### config.mk
export PLATFORM = sky130hd
export DESIGN_NAME = stream_extremum
export DESIGN_NICKNAME = d
export VERILOG_FILES = /design/src/rtl/stream_extremum.sv
export SDC_FILE = /design/constraint.sdc
export NUM_CORES = 1
export LEC_CHECK = 0
export BUFFER_PORTS_ARGS = -buffer_cell sky130_fd_sc_hd__buf_2
export CELL_PAD_IN_SITES_DETAIL_PLACEMENT = 0
export CELL_PAD_IN_SITES_GLOBAL_PLACEMENT = 2
export CORE_MARGIN = 2
export CORE_UTILIZATION = 36
export CTS_CLUSTER_DIAMETER = 100
export DETAILED_ROUTE_END_ITERATION = 16
export GPL_ROUTABILITY_DRIVEN = 0
export PLACE_DENSITY = 0.88
export SYNTH_ARGS = -nofsm -noshare
export SYNTH_HDL_FRONTEND = slang
export SYNTH_SLANG_ARGS = --single-unit
### constraint.sdc
create_clock -name clk -period 5.5 [get_ports clk]
set_clock_uncertainty 0.05 [all_clocks]
set_input_delay 0.825 -clock clk [delete_from_list [all_inputs] [get_ports clk]]
set_output_delay 0.825 -clock clk [all_outputs]
set_load 0.01 [all_outputs]
### src/rtl/stream_extremum.sv
// Streaming max/min finder: tracks the running extremum of a frame of up to LEN
// samples and presents value, index and sample count on a valid/ready output.
module stream_extremum #(
  parameter int WIDTH = 4,
  parameter int LEN   = 8,
  localparam int IDXW = (LEN > 1) ? $clog2(LEN) : 1
) (
  input  logic               clk,
  input  logic               rst,
  input  logic               mode,
  input  logic               sgn,
  input  logic               in_valid,
  output logic               in_ready,
  input  logic [WIDTH-1:0]   in_data,
  input  logic               in_last,
  output logic               out_valid,
  input  logic               out_ready,
  output logic [WIDTH-1:0]   out_data,
  output logic [IDXW-1:0]    out_idx,
  output logic [IDXW:0]      out_count
);

  typedef enum logic {ACCUM = 1'b0, HOLD = 1'b1} state_t;

  state_t             state;
  logic [IDXW-1:0]    cnt;
  logic [WIDTH-1:0]   best;
  logic [IDXW-1:0]    best_idx;
  logic               mode_f;
  logic               sgn_f;

  logic               first;
  logic               accept;
  logic               frame_end;
  logic [WIDTH-1:0]   nbest;
  logic [IDXW-1:0]    nidx;

  // Sign-extend (or zero-extend) both operands one bit and compare as signed,
  // so a single comparator serves both orderings.
  function automatic logic is_better(input logic [WIDTH-1:0] a,
                                     input logic [WIDTH-1:0] b,
                                     input logic             s,
                                     input logic             m);
    logic signed [WIDTH:0] ax;
    logic signed [WIDTH:0] bx;
    ax = s ? $signed({a[WIDTH-1], a}) : $signed({1'b0, a});
    bx = s ? $signed({b[WIDTH-1], b}) : $signed({1'b0, b});
    return m ? (ax < bx) : (ax > bx);
  endfunction

  assign in_ready  = (state == ACCUM);
  assign out_valid = (state == HOLD);
  assign accept    = in_valid && in_ready;
  assign first     = (cnt == '0);
  assign frame_end = in_last || (cnt == IDXW'(LEN - 1));

  // Candidate extremum including the beat currently on the input; the first
  // beat of a frame is taken unconditionally, ties keep the earlier sample.
  always_comb begin
    nbest = best;
    nidx  = best_idx;
    if (first) begin
      nbest = in_data;
      nidx  = '0;
    end else if (is_better(in_data, best, sgn_f, mode_f)) begin
      nbest = in_data;
      nidx  = cnt;
    end
  end

  always_ff @(posedge clk or posedge rst) begin
    if (rst) begin
      state     <= ACCUM;
      cnt       <= '0;
      best      <= '0;
      best_idx  <= '0;
      mode_f    <= 1'b0;
      sgn_f     <= 1'b0;
      out_data  <= '0;
      out_idx   <= '0;
      out_count <= '0;
    end else begin
      unique case (state)
        ACCUM: begin
          if (accept) begin
            best     <= nbest;
            best_idx <= nidx;
            if (first) begin
              mode_f <= mode;
              sgn_f  <= sgn;
            end
            if (frame_end) begin
              out_data  <= nbest;
              out_idx   <= nidx;
              out_count <= {1'b0, cnt} + (IDXW + 1)'(1);
              cnt       <= '0;
              state     <= HOLD;
            end else begin
              cnt <= cnt + IDXW'(1);
            end
          end
        end
        HOLD: begin
          if (out_ready) state <= ACCUM;
        end
        default: state <= ACCUM;
      endcase
    end
  end

endmodule

==> out/metrics.yaml, run 1 <==
status: "complete, no violations"
synth.distinct_cells: 29
final.period_utilization_pct: 46.5
fillers: 348
rsz0062_at_grt: "no"
ant_nets: 0
io_buffers: 23
vias: 1016
cts_tree: "done"
cap_violations: 0
dr.pass1.iters: 4
dp_hpwl_um: 1970
critical_path_class: "in -> reg"
antenna_found_initial: 0
core_sq_mm: 0.00339
regToRegSetupSlack_ns: 3.14
critPathLaunchType: "input port"
die_w_um: 64.1
r2r-end: "best[0]$_DFFE_PP0P_"
hold_ws_ns: 0.437
cts_setup_buffers: 0
tightest_slew_ns: 0.924
postSynthCellCount: 132
fmax_mhz: 391
final-instance-count-excl-fill: 202
grt_pass1_vias: 972
cp.arrival_ns: 2.74
clockRootBuffer: "clkbuf_4"
die-height_um: 64.1
min_from: "out_count[2]$_DFFE_PP0P_"
cts_hold_buf: 0
clock_path_buffers: 2
final_nets: 175
grt_pass1_wl_um: 4590
drive_gt1_share_pct: 23.7
synth_area_leaders: "dfrtp_1 (46%), ha_1 (6.7%), nand2_1 (5.2%), mux2_2 (5.2%), o21ai_0 (3.5%)"
drtIter0Drc: 35
via_per_inst: 5.03
yosysSeqAreaShare_pct: 46.2
drv_slew: 0
peakVddDrop_mv: 0.273
finalSetupViolCount: 0
start_util_pct: 38.3
synth_top_area_share_pct: 46.2
synth_area_sq_mm: 0.00130
syn_avg_cell_area_sq_um: 9.84
r2r_start: "best[1]$_DFFE_PP0P_"
grt_overflow: 0
path_max_fanout: 16
diodes: 0
hold_path_depth: 2
p_leak_nw: 0.723
power_density_mw_per_mm2: 517
dp.cells: 198
syn2layout_area_growth_pct: 16.6
rr_worst_depth: 7
hold_class: "reg -> reg"
placed_area_sq_mm: 0.00146
h-tree-depth: 1
grt_max_degree: 25
finalSetupTns_ns: 0
hold_viol: 0
gr-usage-all-layers_pct: 14.2
finalCriticalPeriod_ns: 2.56
worstSetupEndpointType: "flop"
cts_resized: 0
yosys.area.top_type: "dfrtp_1"
ys_warn_count: 0
path_clk_slew_ns: 0.14
dieArea_sq_mm: 0.00410
clk_latency_ns: 0.34
routedWlPerCell_um: 13.1
drc_errors: 0
cts_buffers: 3
cts.sinks: 24
slew_headroom_pct: 38.3
final_area_sq_mm: 0.00151
finalPower_mw: 0.783
worstPathRequired_ns: 5.68
postSynthNetCount: 150
min_to: "out_count[2]$_DFFE_PP0P_"
drt-total-wl_um: 2650
ys_ff_latch: 24
io_pins: 24
num_rows: 21
-- report_power, final --
group	switching, mW	internal, mW	total, mW
registers	0.0516	0.244	0.296
clock network	0.0582	0.0739	0.132
logic	0.203	0.152	0.355
-- sequential cells by signal, indices dropped and copies added (netlist names) --
| name | flops |
|---|---|
| cnt | 3 |
| best_idx | 3 |
| out_count | 4 |
| best | 4 |
| out_valid | 1 |
| out_idx | 3 |
| out_data | 4 |
| mode_f | 1 |
| sgn_f | 1 |
-- per-stage QoR --
step	utilization, %	setup slack (ns)
6_report	44.7	2.94
3_5_place_dp	43.1	2.57
4_1_cts	44.7	2.93
5_1_grt	44.7	2.83
3_3_place_gp	43.1	2.63
2_1_floorplan	-	2.95
-- worst max-delay path: stages --
cell	delay, ns
buf_2	0.12
ha_1	0.30
and3_1	0.20
a22o_1	0.26
o311ai_4	0.57
o31ai_4	0.16
mux2_2	0.31
-- cell type report --
type                            count  area, sq um  share of cell area [%]
Inverter                           10         37.5                    2.48
Multi-Input combinational cell     94          643                    42.5
Tap cell                           46         57.6                    3.80
Sequential cell                    24          601                    39.7
Clock inverter                      1         30.0                    1.98
Timing Repair Buffer               24          123                    8.10
Clock buffer                        3         22.5                    1.49
-- layer usage --
| metal | global-route usage [%] | share of wire (%) | vias to the layer above |
|---|---|---|---|
| met5 | 0 | 0 | - |
| met4 | 6.52 | 1.9 | 0 |
| met3 | 2.46 | 3.8 | 5 |
| met2 | 20.7 | 43 | 17 |
| met1 | 20.5 | 51 | 476 |
| li1 | - | - | 518 |
-- cells in the mapped netlist --
| library cell | number |
|---|---|
| o311ai_4 | 1 |
| nand3_1 | 5 |
| inv_1 | 10 |
| mux2_2 | 6 |
| clkbuf_1 | 2 |
| o41ai_1 | 1 |
| nand2b_1 | 3 |
| xor2_1 | 1 |
| mux2_4 | 1 |
| nand4_1 | 1 |
| a21oi_1 | 2 |
| dfrtp_1 | 24 |
| o31ai_4 | 1 |
| o21ai_0 | 9 |
| o22a_1 | 1 |
| a32o_1 | 2 |
| o31ai_1 | 5 |
| and3_1 | 1 |
| buf_2 | 2 |
| nor3_1 | 4 |
| nor2b_1 | 2 |
| a22o_1 | 2 |
| nand2_1 | 18 |
| nor2_1 | 9 |
| o31a_1 | 1 |
| ha_1 | 7 |
| o21a_1 | 1 |
| a31oi_1 | 4 |
| or3_1 | 6 |
-- cells in the final DEF, fill, tap and decap left out, types with 2 or more instances in the layout --
master,count
a32o_1,2
nor2_1,9
clkbuf_4,3
inv_1,10
ha_1,7
o21ai_0,9
buf_2,23
dfrtp_1,24
a21oi_1,2
a31oi_1,4
mux2_2,6
nand2_1,18
nor3_1,4
a22o_1,2
nand2b_1,3
nand3_1,5
or3_1,6
o31ai_1,5
nor2b_1,2
-- cell families after synthesis --
group | after synthesis | share of synthesized area (%)
and+or+nand+nor | 49 | 17.5
AOI/OAI and AO/OA | 30 | 18.2
xor gates and xnor gates | 1 | 0.674
DFF | 24 | 46.2
buffers and inverters | 14 | 4.24
muxes | 7 | 6.36
adders and majority gates | 7 | 6.74
-- how the worst max path moves through the flow --
stage | from | to | slack (ns) | cells after the start
3_5_place_dp | in_data[2] | best[3]$_DFFE_PP0P_ | 2.57 | 7
2_1_floorplan | in_data[2] | best_idx[2]$_DFFE_PP0P_ | 2.95 | 7
3_3_place_gp | in_data[2] | best[2]$_DFFE_PP0P_ | 2.63 | 7
5_1_grt | in_data[2] | best[3]$_DFFE_PP0P_ | 2.83 | 7
6_report | in_data[2] | best[0]$_DFFE_PP0P_ | 2.94 | 7
4_1_cts | in_data[2] | best[3]$_DFFE_PP0P_ | 2.93 | 7
(Power assumes the default switching activity.)
==> run 2, diff against run 1 <==
--- a/config.mk
+++ b/config.mk
@@ -9,11 +9,11 @@
 export CELL_PAD_IN_SITES_DETAIL_PLACEMENT = 0
 export CELL_PAD_IN_SITES_GLOBAL_PLACEMENT = 2
 export CORE_MARGIN = 2
-export CORE_UTILIZATION = 36
+export CORE_UTILIZATION = 30
 export CTS_CLUSTER_DIAMETER = 100
 export DETAILED_ROUTE_END_ITERATION = 16
 export GPL_ROUTABILITY_DRIVEN = 0
-export PLACE_DENSITY = 0.88
+export PLACE_DENSITY = 0.79
 export SYNTH_ARGS = -nofsm -noshare
 export SYNTH_HDL_FRONTEND = slang
 export SYNTH_SLANG_ARGS = --single-unit
==> constraint.sdc (replaced) <==
create_clock -name clk -period 2.3 [get_ports clk]
set_clock_uncertainty 0.05 [all_clocks]
set_input_delay 0.345 -clock clk [delete_from_list [all_inputs] [get_ports clk]]
set_output_delay 0.345 -clock clk [all_outputs]
set_load 0.01 [all_outputs]
==> out/metrics.yaml, run 2 (synthesis results as in run 1) <==
status: "complete, no violations"
grt_overflow: 0
power_density_mw_per_mm2: 1200
clockRootBuffer: "clkbuf_8"
finalSetupTns_ns: 0
grt_max_degree: 25
finalCriticalPeriod_ns: 2.18
tightest_slew_ns: 0.468
max_stage_delay_ns: 0.38
antenna_found_initial: 0
die-height_um: 69.8
hold_class: "in -> async"
path_clk_slew_ns: 0.08
start_util_pct: 31.8
vias: 1063
placed_area_sq_mm: 0.00154
path_cells: "inv_1, ha_1, o21ai_0, a21oi_1, mux2_4, o31ai_4, mux2_2"
met2_usage_pct: 21.0
dp_hpwl_um: 2200
via_per_inst: 4.94
drive_gt1_share_pct: 28.5
fmax_mhz: 458
r2r_start: "best[2]$_DFFE_PP0P_"
top_regs: "best: 4 flops, out_count: 4 flops, out_data: 4 flops"
io_pins: 24
ant_nets: 0
path_max_fanout: 6
diodes: 0
worstPathRequired_ns: 2.41
cts.sinks: 24
gr-usage-all-layers_pct: 12.9
grt-busiest-layer: "met2"
h-tree-depth: 1
finalPower_mw: 1.91
dr.pass1.iters: 4
drv_slew: 0
r2r-end: "best[3]$_DFFE_PP0P_"
final.period_utilization_pct: 94.9
drtIter0Drc: 40
drt-total-wl_um: 2870
cts_setup_buffers: 0
clk_latency_ns: 0.27
final_common_cell: "dfrtp_1"
cts_hold_buf: 0
final_area_sq_mm: 0.00159
io_buffers: 23
cts_buffers: 3
drc_errors: 0
finalSetupViolCount: 0
use_met1_pct: 17.5
rsz0062_at_grt: "no"
cap_violations: 0
die_w_um: 69.8
dp.cells: 212
slew_headroom_pct: 68.7
rr_worst_depth: 7
grt_pass1_wl_um: 5240
dieArea_sq_mm: 0.00487
worstSetupEndpointType: "flop"
peakVddDrop_mv: 0.430
routedWlPerCell_um: 13.3
clock_path_buffers: 2
grt_pass1_vias: 1101
p_leak_nw: 0.768
hold_viol: 0
slowest_stage: "dfrtp_1"
final-instance-count-excl-fill: 215
cp.arrival_ns: 2.29
final_cell_mix: "dfrtp_1 (24), buf_2 (23), nand2_1 (18)"
core_sq_mm: 0.00409
use_met3_pct: 2.62
syn2layout_area_growth_pct: 22.4
critical_path_class: "reg -> reg"
regToRegSetupSlack_ns: 0.12
cts_tree: "done"
final_nets: 185
critPathLaunchType: "flop"
cts_resized: 0
num_rows: 23
==> run 2: changes by cell type in the layout (fill, tap and decap cells not counted), sizes merged <==
cell / delta
bufinv: -1
buf: +10
==> run 2: worst max-delay path by stage <==
stage,cells after the start,slack (ns),end,from
final,7,0.12,best[3]$_DFFE_PP0P_,best[2]$_DFFE_PP0P_
after global routing,7,0.02,best[1]$_DFFE_PP0P_,best[2]$_DFFE_PP0P_
after CTS,7,0.10,best[3]$_DFFE_PP0P_,best[2]$_DFFE_PP0P_
after detailed placement,7,0.02,best[3]$_DFFE_PP0P_,in_data[3]
after global placement,7,0.06,best[3]$_DFFE_PP0P_,in_data[3]
after floorplan,7,0.20,best[0]$_DFFE_PP0P_,best[3]$_DFFE_PP0P_
==> run 2: power breakdown <==
part           leakage, nW  switching [mW]  internal [mW]
Sequential           0.299           0.116          0.585
Clock               0.0216           0.135          0.117
Combinational        0.447           0.515          0.440
Total                0.768           0.766           1.14
==> run 2: routing by layer <==
metal  wire length, um  vias up
li1                  -      536
met1              1390      506
met2              1320       16
met3               121        5
met4                37        0
met5                 0        -
==> run 2: worst max-delay path: cells and delay by family, from the launching register on <==
family                     cells  cell delay [ns]
muxes                          2             0.71
AOI/OAI and AO/OA              3             0.60
DFF                            1             0.38
adders and majority gates      1             0.28
buffers and inverters          1             0.05
==> run 2: through the flow <==
step           util (%)  hold WS [ns]  worst slack (ns)
4_1_cts            38.7        0.0728             0.105
3_5_place_dp       37.7         0.364            0.0198
3_3_place_gp       37.7         0.357            0.0632
6_report           38.9        0.0535             0.117
2_1_floorplan         -         0.310             0.199
5_1_grt            38.9         0.116            0.0151
==> run 2: cell type report <==
cell class,count,area (sq um)
Timing Repair Buffer,34,198
Tap cell,50,62.6
Inverter,10,37.5
Sequential cell,24,601
Multi-Input combinational cell,94,651
Fill cell,418,2500
Clock buffer,3,41.3
==> run 3, diff against run 2 <==
--- a/config.mk
+++ b/config.mk
@@ -8,6 +8,7 @@
 export BUFFER_PORTS_ARGS = -buffer_cell sky130_fd_sc_hd__buf_2
 export CELL_PAD_IN_SITES_DETAIL_PLACEMENT = 0
 export CELL_PAD_IN_SITES_GLOBAL_PLACEMENT = 2
+export CORE_ASPECT_RATIO = 1.4
 export CORE_MARGIN = 2
 export CORE_UTILIZATION = 30
 export CTS_CLUSTER_DIAMETER = 100
==> out/metrics.yaml, run 3 (synthesis results as in run 1) <==
status: "complete, no violations"
grt-busiest-layer: "met2"
r2r-end: "best[0]$_DFFE_PP0P_"
dr.pass1.iters: 4
regToRegSetupSlack_ns: 0.10
clock_path_buffers: 2
io_pins: 24
use_met1_pct: 15.1
dp_hpwl_um: 2340
critPathBufInv: 1
utilization_pct: 38.7
die-height_um: 81.9
final.period_utilization_pct: 95.5
cts_tree: "done"
tightest_slew_ns: 0.544
use_met3_pct: 1.57
cts_buffers: 3
final_nets: 186
finalSetupViolCount: 0
via_per_inst: 5.24
critPathLaunchType: "flop"
hold_class: "in -> async"
drt-total-wl_um: 2960
cap_violations: 0
drv_slew: 0
diodes: 0
drtIter0Drc: 10
max_stage_delay_ns: 0.44
cp_top_family: "multiplexers"
crit_path_frequent_cell: "mux2_4"
cp.arrival_ns: 2.29
drive_gt1_share_pct: 30.7
start_util_pct: 30.9
clk_latency_ns: 0.26
final_cell_mix: "dfrtp_1 (24), buf_2 (23), nand2_1 (18)"
cts_hold_buf: 0
finalCriticalPeriod_ns: 2.20
worstSetupEndpointType: "flop"
grt_pass1_vias: 1121
worstPathRequired_ns: 2.39
slew_headroom_pct: 63.7
vias: 1106
r2r_start: "best[1]$_DFFE_PP0P_"
p_leak_nw: 0.788
cts.sinks: 24
die_w_um: 59.6
final_common_cell: "dfrtp_1"
grt_overflow: 0
syn2layout_area_growth_pct: 25.3
rr_worst_depth: 7
power_density_mw_per_mm2: 1220
dieArea_sq_mm: 0.00488
peakVddDrop_mv: 0.704
routedWlPerCell_um: 14.0
drc_errors: 0
antenna_found_initial: 0
fmax_mhz: 455
ant_nets: 0
hold_ws_ns: 0.0634
num_rows: 28
grt_max_degree: 25
path_cells: "inv_1, ha_1, nand2b_1, a21oi_2, mux2_4, o31ai_4, mux2_4"
path_depth: 7
h-tree-depth: 1
hold_viol: 0
critical_path_class: "reg -> reg"
top_regs: "best: 4 flops, out_count: 4 flops, out_data: 4 flops"
core_sq_mm: 0.00420
slowest_stage: "o31ai_4"
grt_pass1_wl_um: 4970
met2_usage_pct: 24.5
path_max_fanout: 6
io_buffers: 23
gr-usage-all-layers_pct: 13.1
clockRootBuffer: "clkbuf_8"
path_clk_slew_ns: 0.08
## run 3: changes by cell type in the layout (fill, tap and decap cells not counted), moves of 2 or more
cell	before	now
mux2_2	6	2
mux2_4	1	5
ha_1	7	5
ha_4	0	2
## run 3: worst reg2reg max path, cell delays in order, from the launching register on
cell and delay (ns):
dfrtp_1 0.38, inv_1 0.05, ha_1 0.28, nand2b_1 0.08
a21oi_2 0.14, mux2_4 0.33, o31ai_4 0.44, mux2_4 0.34
## run 3: layer usage
layer  part of all wire [%]  up-vias
li1                       -      543
met5                      0        -
met1                     41      541
met3                    2.9        2
met2                     56       20
met4                   0.41        0
## run 3: how the worst max path moves through the flow
stage,slack (ns),start,end
after CTS,0.02,best[3]$_DFFE_PP0P_,best[1]$_DFFE_PP0P_
after global placement,0.06,in_data[2],best_idx[2]$_DFFE_PP0P_
after floorplan,0.20,best[3]$_DFFE_PP0P_,best[0]$_DFFE_PP0P_
after global routing,-0.01,best[1]$_DFFE_PP0P_,best[3]$_DFFE_PP0P_
after detailed placement,0.02,in_data[3],best[1]$_DFFE_PP0P_
final,0.10,best[1]$_DFFE_PP0P_,best[0]$_DFFE_PP0P_
## run 3: cell type report
type / instances / area, sq um
Clock buffer: 3 / 41.3
Fill cell: 442 / 2580
Inverter: 10 / 37.5
Multi-Input combinational cell: 94 / 687
Sequential cell: 24 / 601
Tap cell: 45 / 56.3
Timing Repair Buffer: 35 / 205
## run 3: repair_timing
item,CTS,global route
hold endpoints to repair,0,0
endpoints found under the setup margin,0,12
resized for setup,0,9
setup buffers,0,4
## run 3: stage by stage
stage,cell area [sq um],setup slack (ns),setup TNS [ns],instances,power (mW)
final,1630,0.103,0,211,1.99
after global routing,1630,-0.0136,-0.0439,211,2.18
after CTS,1550,0.0230,0,207,1.91
after detailed placement,1510,0.0222,0,204,1.67
after global placement,1510,0.0602,0,204,1.64
after floorplan,1300,0.199,0,132,1.35
## run 3: where the power goes
group | internal [mW] | switching [mW] | total (mW)
clock network | 0.117 | 0.121 | 0.237
logic | 0.504 | 0.541 | 1.04
registers | 0.586 | 0.123 | 0.709
